--- config.mk ---
export PLATFORM = sky130hd
export DESIGN_NAME = apb_regfile_slave
export DESIGN_NICKNAME = d
export VERILOG_FILES = /design/src/rtl/apb_regfile_slave.sv
export SDC_FILE = /design/constraint.sdc
export NUM_CORES = 1
export LEC_CHECK = 0
export CAP_MARGIN = 20
export CORE_ASPECT_RATIO = 0.7
export CORE_MARGIN = 2
export CORE_UTILIZATION = 56
export CTS_CLUSTER_DIAMETER = 100
export CTS_CLUSTER_SIZE = 14
export DETAILED_ROUTE_END_ITERATION = 8
export PLACE_DENSITY = 0.77
export SYNTH_ARGS = -nofsm -noshare
export SYNTH_HDL_FRONTEND = slang
export SYNTH_SLANG_ARGS = --single-unit
export TNS_END_PERCENT = 100
--- constraint.sdc ---
create_clock -name pclk -period 2.51 [get_ports pclk]
set_input_delay 0.502 -clock pclk [delete_from_list [all_inputs] [get_ports pclk]]
set_output_delay 0.502 -clock pclk [all_outputs]
set_load 0.02 [all_outputs]
--- src/rtl/apb_regfile_slave.sv ---
// APB3 completer holding a DEPTH x DATA_W register file with programmable wait states,
// per-register write protection and an error response on address/direction instability.
module apb_regfile_slave #(
  parameter int unsigned             ADDR_W      = 3,
  parameter int unsigned             DATA_W      = 8,
  parameter int unsigned             WAIT_STATES = 0,
  parameter logic [(2**ADDR_W)-1:0]  RO_MASK     = 8'h80,
  parameter logic [DATA_W-1:0]       RST_VAL     = '0
) (
  input  logic              pclk,
  input  logic              preset,
  input  logic              pselx,
  input  logic              penable,
  input  logic              pwrite,
  input  logic [ADDR_W-1:0] paddr,
  input  logic [DATA_W-1:0] pwdata,
  output logic              pready,
  output logic              pslverr,
  output logic [DATA_W-1:0] prdata
);

  localparam int unsigned DEPTH = 2 ** ADDR_W;

  typedef enum logic [0:0] {StIdle, StAccess} state_e;

  state_e              r_state;
  logic [3:0]          r_cnt;
  logic [ADDR_W-1:0]   r_addr;
  logic                r_dir;
  logic [DATA_W-1:0]   r_regs [DEPTH];

  logic                w_setup;
  logic                w_complete;
  logic                w_err;

  assign w_setup    = pselx && !penable;
  assign w_complete = (r_state == StAccess) && pselx && penable && (r_cnt == 4'd0);
  // Any change of address or direction after SETUP is treated as a protocol error.
  assign w_err      = (pwrite && RO_MASK[paddr]) || (paddr != r_addr) || (pwrite != r_dir);

  always_comb begin
    pready  = 1'b0;
    pslverr = 1'b0;
    prdata  = '0;
    if (w_complete) begin
      pready  = 1'b1;
      pslverr = w_err;
      if (!w_err && !pwrite) begin
        prdata = r_regs[r_addr];
      end
    end
  end

  always_ff @(posedge pclk) begin
    if (preset) begin
      r_state <= StIdle;
      r_cnt   <= 4'd0;
      r_addr  <= '0;
      r_dir   <= 1'b0;
      for (int i = 0; i < DEPTH; i++) begin
        r_regs[i] <= RST_VAL;
      end
    end else begin
      unique case (r_state)
        StIdle: begin
          if (w_setup) begin
            r_state <= StAccess;
            r_cnt   <= 4'(WAIT_STATES);
            r_addr  <= paddr;
            r_dir   <= pwrite;
          end
        end
        StAccess: begin
          if (!pselx) begin
            r_state <= StIdle;
          end else if (!penable) begin
            r_cnt  <= 4'(WAIT_STATES);
            r_addr <= paddr;
            r_dir  <= pwrite;
          end else if (r_cnt != 4'd0) begin
            r_cnt <= r_cnt - 4'd1;
          end else begin
            if (pwrite && !w_err) begin
              r_regs[r_addr] <= pwdata;
            end
            r_state <= StIdle;
          end
        end
        default: r_state <= StIdle;
      endcase
    end
  end

endmodule

== After elaboration in Yosys (flattened, before gate mapping) ==
Memories as Yosys holds them, arrays and structs flattened. A register that Yosys moved wholly into a read port is not among the register bits.
Index checks and enable logic that the tools add are counted.

* Bits in registers: 9
* Output and inout port bits: 10
* Logic and storage cells: 69
* RAM bits: 64
* Latch bits: 0
* Bits of input ports: 16
* ROM bits: 8
* Memories: 2

* Reductions and logical operators: 17
* Shift-type cells: 0
* Equal/unequal tests: 6
* Divide/modulo/power cells: 0
* Multiply operators: 0
* Bitwise logic cells: 1
* $lt $le $gt $ge: 1
* Add/subtract/negate cells: 1
* Mux-type cells: 37

{| class="wikitable"
|+ Memory list
! memory !! depth !! width !! read ports !! clocked after memory_dff !! write ports !! line !! text
|-
| r_regs || 8 || 8 || 1 || 1 || 8 || 30 || <nowiki>logic [DATA_W-1:0] r_regs [DEPTH];</nowiki>
|-
| (no name shown) || 8 || 1 || 1 || 0 || 0 || 39 || <nowiki>assign w_err = (pwrite && RO_MASK[paddr]) || (paddr != r_addr) || (pwrite != r_dir);</nowiki>
|}

{| class="wikitable"
|+ Operators by type and width
! cell !! count
|-
| two-way mux 8 bit || 3
|-
| two-way mux 1 bit || 20
|-
| two-way mux 3 bit || 6
|-
| two-way mux 4 bit || 4
|-
| case mux 4 bit (2 select lines) || 1
|-
| OR reduction 8 bit || 1
|-
| logical AND 1 bit || 7
|-
| inequality test 2 bit (second input constant) || 3
|-
| case mux 3 bit (2 select lines) || 1
|-
| AND reduction 3 bit || 2
|-
| logical NOT 4 bit || 1
|-
| less-than comparator 3 x 4 -> 1 bit (second input constant) || 1
|-
| case mux 1 bit (2 select lines) || 2
|-
| nonzero test 4 bit || 1
|-
| subtractor 4 x 1 -> 4 bit (second input constant) || 1
|-
| logical NOT 1 bit || 3
|-
| inequality test 3 x 2 -> 1 bit (second input constant) || 1
|-
| inequality test 3 bit || 1
|-
| logical OR 1 bit || 2
|-
| inequality test 1 bit || 1
|-
| inverter 1 bit || 1
|}

== Logic depth before layout (Yosys ltp) ==
Gate-level depths: netlist of the first run.

* Word-level depth: 16
* Gate-level depth with buffers: 7

== Worst setup path after synthesis of the first run ==
Ideal clock, no wire load.

* Path kind: register to register
* Start point: reg r_cnt[0]
* End point: mem r_regs[3][0] (enable)
* Cell stages (with the launch flop): 7
* Buffers on the path: 0
* Arrival time: 2017 ps
* Slack: 106 ps
* Setup time: 387 ps
* Data required time: 2123 ps
* Cell sequence: dfxtp_1 inv_1 ha_1 nand4_2 nor3_4 nand4_4 o31ai_1

{| class="wikitable"
|+ RTL lines
! what !! line !! text
|-
| from (decl) || 27 || <nowiki>logic [3:0] r_cnt;</nowiki>
|-
| from (signal assigned) || 68 || <nowiki>r_cnt <= 4'(WAIT_STATES);</nowiki>
|-
| from (signal assigned) || 77 || <nowiki>r_cnt <= 4'(WAIT_STATES);</nowiki>
|-
| from (signal assigned) || 81 || <nowiki>r_cnt <= r_cnt - 4'd1;</nowiki>
|-
| to (decl) || 30 ||
|}

== Worst setup path in the final report of the first run ==
* Start point: reg r_cnt[1]
* End point: out prdata[3]

* Cells in the longest elaborated chain, start to end: 3

{| class="wikitable"
|+ RTL lines
! what !! line !! text
|-
| logical NOT 4 bit || 37 || <nowiki>assign w_complete = (r_state == StAccess) && pselx && penable && (r_cnt == 4'd0);</nowiki>
|-
| logical AND 1 bit || 37 ||
|-
| two-way mux 8 bit || 45 || <nowiki>if (w_complete) begin</nowiki>
|-
| to (decl) || 19 || <nowiki>output logic [DATA_W-1:0] prdata</nowiki>
|}

No other way between the ends.

==> metrics.md, run 1 <==
| Metric | Value |
|---|---|
| Antenna violations before repair | 0 |
| Cts bufs inserted | 9 |
| Via density per instance | 5.88 |
| Clock skew after layout | 0.00783 ns |
| Total number of vias | 2352 |
| Post-route design area | 4350 um2 |
| Status | finished, final reports clean |
| Iter 0 DRT Violations | 164 |
| Worst Path Class, Setup | flop to primary output |
| Worst slew margin relative to its limit | 51.3% |
| Power share of the combinational group | 8.3% |
| Number of nets still failing antenna checks after routing | 0 |
| Number of library cell types mapped by synthesis | 43 |
| Combined area of all synthesized cells | 3540 um2 |
| Switching power share of the total | 20.5% |
| Clock tree from TritonCTS | yes |
| Count of port buffers added during placement | 25 |
| Wire length of the first global-routing pass | 12.1 mm |
| Placed Instance Area | 4060 um2 |
| Top achievable clock speed | 415 MHz |
| Cell count after synthesis | 262 |
| Critical Path Source Type | flop |
| Initial Utilization | 57.5% |
| Number of buffers inserted by hold repair at cts | 0 |
| Fin. Hold Viols | 0 |
| Main area contributors after synthesis | sky130_fd_sc_hd__edfxtp_1 54%, sky130_fd_sc_hd__mux4_2 10%, sky130_fd_sc_hd__nor3_1 7.9%, sky130_fd_sc_hd__dfxtp_1 6.8%, sky130_fd_sc_hd__mux2i_1 3.4% |
| DR pass1 iterations | 4 |
| IO Pins | 26 |
| Clock Latency Late Sink | 0.34 ns |
| Worst min-delay path class | flop to flop |
| Clock network power share | 42.5% |
| P_leak | 1.54 nW |
| MaxCap Viol Count | 0 |
| WP data arrival | 1.91 ns |
| Share of cells above drive strength 1 | 28.3% |
| Final period util | 96.0% |
| Largest fanout of any net on the critical path | 8 |
| Power density of the placed cells | 669 nW/um2 |
| Hold slack final | 0.488 ns |
| Most frequent cells in the layout | 64 x sky130_fd_sc_hd__edfxtp_1, 56 x sky130_fd_sc_hd__nor3_1, 38 x sky130_fd_sc_hd__buf_4 |
| Area growth syn-to-layout | 22.8% |
| Largest area contributor in the netlist | sky130_fd_sc_hd__edfxtp_1 |
| Clock root buffer | sky130_fd_sc_hd__clkbuf_8 |
| Vertical die dimension | 70.5 um |
| Avg WL per Cell | 19.2 um |
| HPWL after detailed placement | 5.33 mm |
| Gp weighted congestion | 0.837 |
| Placed cell count | 384 |
| Slew at the pin with the worst max-slew slack | 0.731 ns |
| Share of the yosys chip area belonging to registers | 61.1% |
| Async set or reset register ratio after synthesis | 0% |
| Post-synthesis sequential element count | 76 |
| GR Overflow Total | 0 |
| Maximum clock insertion buffer count | 2 |
| Leading cell type in the layout, fill and taps excluded | sky130_fd_sc_hd__edfxtp_1 |
| Via count of the first global-routing pass | 2356 |
| Category of the worst setup path capture point | primary output |
| Post-CTS clock slew at the launch and capture registers of the worst setup and hold paths | 0.08 ns |
| Count of pins over their slew limit | 0 |
| Final cell count without fillers | 400 |
| Core footprint | 6160 um2 |
| Critical Path RT | 2.01 ns |
| Max H-tree Level | 3 |
| Number of warnings printed during yosys synthesis | 0 |
| Setup repair after global routing missed its margin | false |
| Fraction of synthesized cell area taken by the top area cell type | 54.3% |
| Number of antenna cells inserted | 0 |
| Endpoints failing setup | 0 |
| Wire length reported by the detailed router | 7.67 mm |
| Die W | 99.0 um |
| Total track usage | 23.6% |
| Average cell area after synthesis | 13.5 um2 |
| Number of rows created at floorplan | 24 |
| Switching component of the power | 0.597 mW |
| Top_reg_cell synth | sky130_fd_sc_hd__edfxtp_1 |
| Sequential Power Share | 49.2% |
| Number of buffers inserted by post-CTS setup repair | 0 |
| Fill cells | 432 |
| Remaining design rule violation count | 0 |
| Largest net degree at the start of global routing | 37 |
| Internal power contribution | 2.31 mW |
| Total Nets Final | 334 |
| Power consumption | 2.91 mW |
| TritonCTS Sinks | 76 |
| Die ar. | 6990 um2 |
| Largest voltage drop on the vdd net | 0.323 mV |
| Number of synthesized flops with an enable pin | 64 |
| Time the worst path needs with I/O delays and setup | 2.41 ns |
-- synthesized netlist by cell type, types with 2 or more instances --
cell type                  instances
sky130_fd_sc_hd__nor3_1           56
sky130_fd_sc_hd__nand2_1          20
sky130_fd_sc_hd__mux2i_1          12
sky130_fd_sc_hd__nand2b_1          2
sky130_fd_sc_hd__inv_1             5
sky130_fd_sc_hd__o31ai_2           3
sky130_fd_sc_hd__o31ai_1           4
sky130_fd_sc_hd__dfxtp_1          12
sky130_fd_sc_hd__buf_6             5
sky130_fd_sc_hd__buf_4             2
sky130_fd_sc_hd__mux4_2           16
sky130_fd_sc_hd__o21ai_0           3
sky130_fd_sc_hd__edfxtp_1         64
sky130_fd_sc_hd__clkbuf_1         11
sky130_fd_sc_hd__xor2_1            2
sky130_fd_sc_hd__nor2_1           15
sky130_fd_sc_hd__buf_2             2
sky130_fd_sc_hd__and2_1            3
-- registers in the layout, summed over array words and instances (netlist names), named ones only --
signal / count
r_cnt: 4
r_regs: 64
r_addr: 3
r_state: 1
r_dir: 1
-- metal layers --
metal	share of wire, %	wire [um]	track usage, %
met5	0	0	0
met4	1.2	93	7.31
met3	9.1	699	6.92
met2	48	3680	36.3
met1	42	3200	33.2
-- final cells by class --
type                            count  area, um2  area share, %
Clock buffer                       10        138           3.17
Clock inverter                      6        134           3.08
Inverter                            6       22.5          0.518
Multi-Input combinational cell    165       1280           29.4
Sequential cell                    76       2160           49.8
Tap cell                           78       97.6           2.24
Timing Repair Buffer               59        515           11.9
-- kinds of logic (layout without fill, tap and decap cells) --
family | after synthesis | count (layout) | share of synthesized area, %
flops | 76 | 76 | 61.1
other cells | 1 | 8 | 0.106
mux | 28 | 28 | 13.6
xor+xnor | 3 | 3 | 0.742
compound gates | 17 | 17 | 4.10
buf+inv | 28 | 81 | 4.35
simple gates | 108 | 108 | 15.7
fa+ha+maj | 1 | 1 | 0.353
-- per-stage QoR --
stage	TNS, ns	utilization, %	setup WS [ns]
6_report	0	70.6	0.0995
4_1_cts	0	69.8	0.0361
2_1_floorplan	0	-	0.106
3_5_place_dp	-6.78	66.0	-0.385
5_1_grt	0	70.6	0.0103
3_3_place_gp	-3.52	66.0	-0.303
-- path summary, 6_finish.rpt --
| check | start | to | slack, ns | cells past startpoint |
|---|---|---|---|---|
| setup reg to reg | r_cnt[1] | r_regs[4][5] | 0.27 | 8 |
| hold / removal | r_cnt[0] | r_cnt[0] | 0.49 | 1 |
| hold reg to reg | r_cnt[0] | r_cnt[0] | 0.49 | 1 |
| setup / recovery | r_cnt[1] | prdata[3] | 0.1 | 8 |
-- what timing repair did --
item,4_1_cts,5_1_grt
gates cloned,0,0
resized for setup,35,19
endpoints found under the setup margin,10,7
pin swaps,0,2
-- power by group through the flow --
| stage | Clock (mW) | Combinational (mW) | Sequential [mW] |
|---|---|---|---|
| 4_1_cts | 1.25 | 0.239 | 1.43 |
| 2_1_floorplan | 0 | 0.135 | 1.45 |
| 3_5_place_dp | 0 | 0.238 | 1.46 |
| 5_1_grt | 1.29 | 0.260 | 1.43 |
| 6_report | 1.23 | 0.242 | 1.43 |
| 3_3_place_gp | 0 | 0.235 | 1.46 |
-- critical path: stages, from the launching register on --
cell	delay [ns]
sky130_fd_sc_hd__dfxtp_1	0.33
sky130_fd_sc_hd__inv_1	0.08
sky130_fd_sc_hd__ha_2	0.22
sky130_fd_sc_hd__nand4_4	0.13
sky130_fd_sc_hd__nor3_4	0.20
sky130_fd_sc_hd__nand4_1	0.15
sky130_fd_sc_hd__buf_6	0.19
sky130_fd_sc_hd__nor2_2	0.11
sky130_fd_sc_hd__buf_4	0.15
(Power assumes the default switching activity.)
==> run 2, diff against run 1 <==
Settings changed: SLEW_MARGIN from default to 30.
==> results of run 2 <==
No change in the layout: final DEF, timing and power equal those of run 1.
==> run 3, diff against run 2 <==
Settings changed: CORE_UTILIZATION 56 to 30, HOLD_SLACK_MARGIN from default to 0.08, PLACE_DENSITY 0.77 to default.
==> run 3 against run 2 <==
  * Critical path type is now primary input to primary output
  * Clock skew is 0.00059 ns lower
  * Sequential cell count stayed put
  * Largest power group unchanged
  * Global-route usage is 9.7 points lower
  * Critical endpoint is now pslverr
==> metrics.md, run 3 (synthesis gave the netlist of run 1 again) <==
| Metric | Value |
|---|---|
| Total number of vias | 2293 (-2.5%) |
| Final period util | 96.6% (+0.54 points) |
| MaxCap Viol Count | 0 (unchanged) |
| WP buf/inv | 3 (unchanged) |
| Top achievable clock speed | 413 MHz (-0.56%) |
| Critical Path RT | 2.01 ns (about the same) |
| HPWL after detailed placement | 5.54 mm (+4.1%) |
| Critical Path Source Type | primary input |
| Die W | 134 um (+35%) |
| Hold slack final | 0.518 ns (+0.0290 ns) |
| Remaining design rule violation count | 0 (unchanged) |
| Library cell contributing the largest single delay on the critical path | sky130_fd_sc_hd__clkdlybuf4s50_1 |
| Final cell count without fillers | 474 (+19%) |
| Category of the worst setup path capture point | primary output |
| IO Pins | 26 (unchanged) |
| Clock skew after layout | 0.00724 ns (-0.000589 ns) |
| Largest registers | r_regs (64), r_cnt (4), r_addr (3) |
| Clock tree from TritonCTS | yes |
| Sequential Power Share | 49.3% (about the same) |
| Max FFs per register | 64 (unchanged) |
| Max H-tree Level | 3 (unchanged) |
| Largest net degree at the start of global routing | 49 (+32%) |
| Critical path's largest stage delay | 0.51 ns (+0.18 ns) |
| Power consumption | 2.90 mW (about the same) |
| WP data arrival | 1.92 ns (about the same) |
| Total Nets Final | 330 (-1.2%) |
| Clock network power share | 42.4% (about the same) |
| Internal power contribution | 2.28 mW (-1.3%) |
| Status | finished, final reports clean |
| Clock root buffer | sky130_fd_sc_hd__clkbuf_16 |
| Leading cell type in the layout, fill and taps excluded | sky130_fd_sc_hd__edfxtp_1 |
| Largest fanout of any net on the critical path | 2 (-6) |
| Worst Path Class, Setup | primary input to primary output |
| Core footprint | 11600 um2 (+88%) |
| Clock Latency Late Sink | 0.34 ns (about the same) |
| Largest voltage drop on the vdd net | 0.295 mV (-8.6%) |
| Wire length reported by the detailed router | 8.06 mm (+5.1%) |
| Reg with most FFs | r_regs |
| Gp weighted congestion | 0.825 (-1.4%) |
| Number of buffers inserted by post-CTS setup repair | 0 (unchanged) |
| Die ar. | 12700 um2 (+82%) |
| Chain of cells forming the critical path | clkdlybuf4s50_1 > buf_4 > a31oi_4 > o211ai_1 > and2_1 > clkdlybuf4s15_1 |
| Initial Utilization | 30.5% (-27 points) |
| Switching power share of the total | 21.5% (+1.0 points) |
| GR Overflow Total | 0 (unchanged) |
| TritonCTS Sinks | 76 (unchanged) |
| Vertical die dimension | 94.9 um (+35%) |
| Fin. Hold Viols | 0 (unchanged) |
| Share of cells above drive strength 1 | 24.0% (-4.3 points) |
| Count of pins over their slew limit | 0 (unchanged) |
| P_leak | 1.50 nW (-2.5%) |
| Endpoints failing setup | 0 (unchanged) |
| Power share of the combinational group | 8.3% (about the same) |
| Most frequent cells in the layout | 64 x sky130_fd_sc_hd__edfxtp_1, 56 x sky130_fd_sc_hd__nor3_1, 28 x sky130_fd_sc_hd__buf_4 |
| Cts bufs inserted | 9 (unchanged) |
| Number of buffers inserted by hold repair at cts | 0 (unchanged) |
| Fill cells | 1103 (+160%) |
| Cell family contributing the most delay on the critical path | buffers and inverters |
| Switching component of the power | 0.625 mW (+4.8%) |
| Power density of the placed cells | 660 nW/um2 (-1.2%) |
| Number of nets still failing antenna checks after routing | 0 (unchanged) |
| Maximum clock insertion buffer count | 2 (unchanged) |
| Iter 0 DRT Violations | 180 (+9.8%) |
| Area growth syn-to-layout | 24.2% |
| Via density per instance | 4.84 (-18%) |
| DR pass1 iterations | 5 (+1) |
| Post-CTS clock slew at the launch and capture registers of the worst setup and hold paths | 0.05 ns (-0.03 ns) |
| Time the worst path needs with I/O delays and setup | 2.42 ns (+0.0136 ns) |
| Via count of the first global-routing pass | 2360 (+0.17%) |
| Count of port buffers added during placement | 25 (unchanged) |
| Number of antenna cells inserted | 0 (unchanged) |
| Avg WL per Cell | 17.0 um (-11%) |
| Wire length of the first global-routing pass | 12.8 mm (+5.9%) |
| Antenna violations before repair | 0 (unchanged) |
| Total track usage | 13.8% (-9.7 points) |
| Number of rows created at floorplan | 33 (+38%) |
| Placed cell count | 459 (+20%) |
| Worst min-delay path class | flop to flop |
## run 3: cell types whose count changed in the layout (fill, tap and decap cells not counted), moves of 2 or more
cell | before | now
sky130_fd_sc_hd__buf_4 | 38 | 28
sky130_fd_sc_hd__bufinv_16 | 4 | 1
sky130_fd_sc_hd__nor2_2 | 6 | 0
sky130_fd_sc_hd__clkdlybuf4s50_1 | 13 | 15
sky130_fd_sc_hd__nor2_1 | 9 | 15
sky130_fd_sc_hd__clkbuf_16 | 0 | 9
sky130_fd_sc_hd__buf_2 | 1 | 8
sky130_fd_sc_hd__clkinv_1 | 1 | 3
sky130_fd_sc_hd__clkbuf_8 | 10 | 0
sky130_fd_sc_hd__dlymetal6s2s_1 | 2 | 0
## run 3: cell type report
class                           instances  area [um2]  share of cell area [%]
Clock buffer                           10         229                    5.21
Clock inverter                          5        53.8                    1.22
Inverter                                6        22.5                   0.512
Multi-Input combinational cell        165        1270                    29.0
Sequential cell                        76        2160                    49.2
Tap cell                              157         196                    4.47
Timing Repair Buffer                   55         459                    10.4
## run 3: stage by stage
stage,cell area (um2),utilization [%],setup slack [ns],TNS (ns)
3_3_place_gp,4130,35.6,-0.287,-2.52
6_report,4400,37.9,0.0858,0
3_5_place_dp,4130,35.6,-0.356,-3.13
5_1_grt,4400,37.9,-0.00278,-0.00278
4_1_cts,4420,38.1,0.0165,0
2_1_floorplan,3570,-,0.106,0
## run 3: path summary, 6_finish.rpt
path	startpoint	to	slack, ns	cells after the start
setup / recovery	paddr[2]	pslverr	0.09	6
hold / removal	r_cnt[0]	r_cnt[0]	0.52	2
setup reg to reg	r_cnt[0]	r_regs[1][3]	0.46	8
hold reg to reg	r_cnt[0]	r_cnt[0]	0.52	2
## run 3: tightest hold or removal path: cells and delay by family, from the launching register on
family,cells,cell delay [ns]
AOI/OAI and AO/OA,1,0.06
DFF,1,0.34
and+or+nand+nor,1,0.07
## run 3: timing repair
action,CTS,global route
resized for setup,28,10
pin swaps,0,1
endpoints found under the setup margin,10,9
## run 3: layer usage
metal | track usage, % | wire length [um] | vias to the layer above
met1 | 18.2 | 3580 | 1122
met3 | 5.69 | 638 | 7
met4 | 3.37 | 78 | 0
met5 | 0 | 0 | -
met2 | 21.4 | 3760 | 74
li1 | - | - | 1090
## run 3: power by group through the flow
| stage | logic, mW | clock network [mW] | registers [mW] |
|---|---|---|---|
| global route | 0.263 | 1.31 | 1.43 |
| CTS | 0.243 | 1.26 | 1.43 |
| global placement | 0.241 | 0 | 1.46 |
| floorplan | 0.135 | 0 | 1.45 |
| detailed placement | 0.242 | 0 | 1.46 |
| finish | 0.242 | 1.23 | 1.43 |
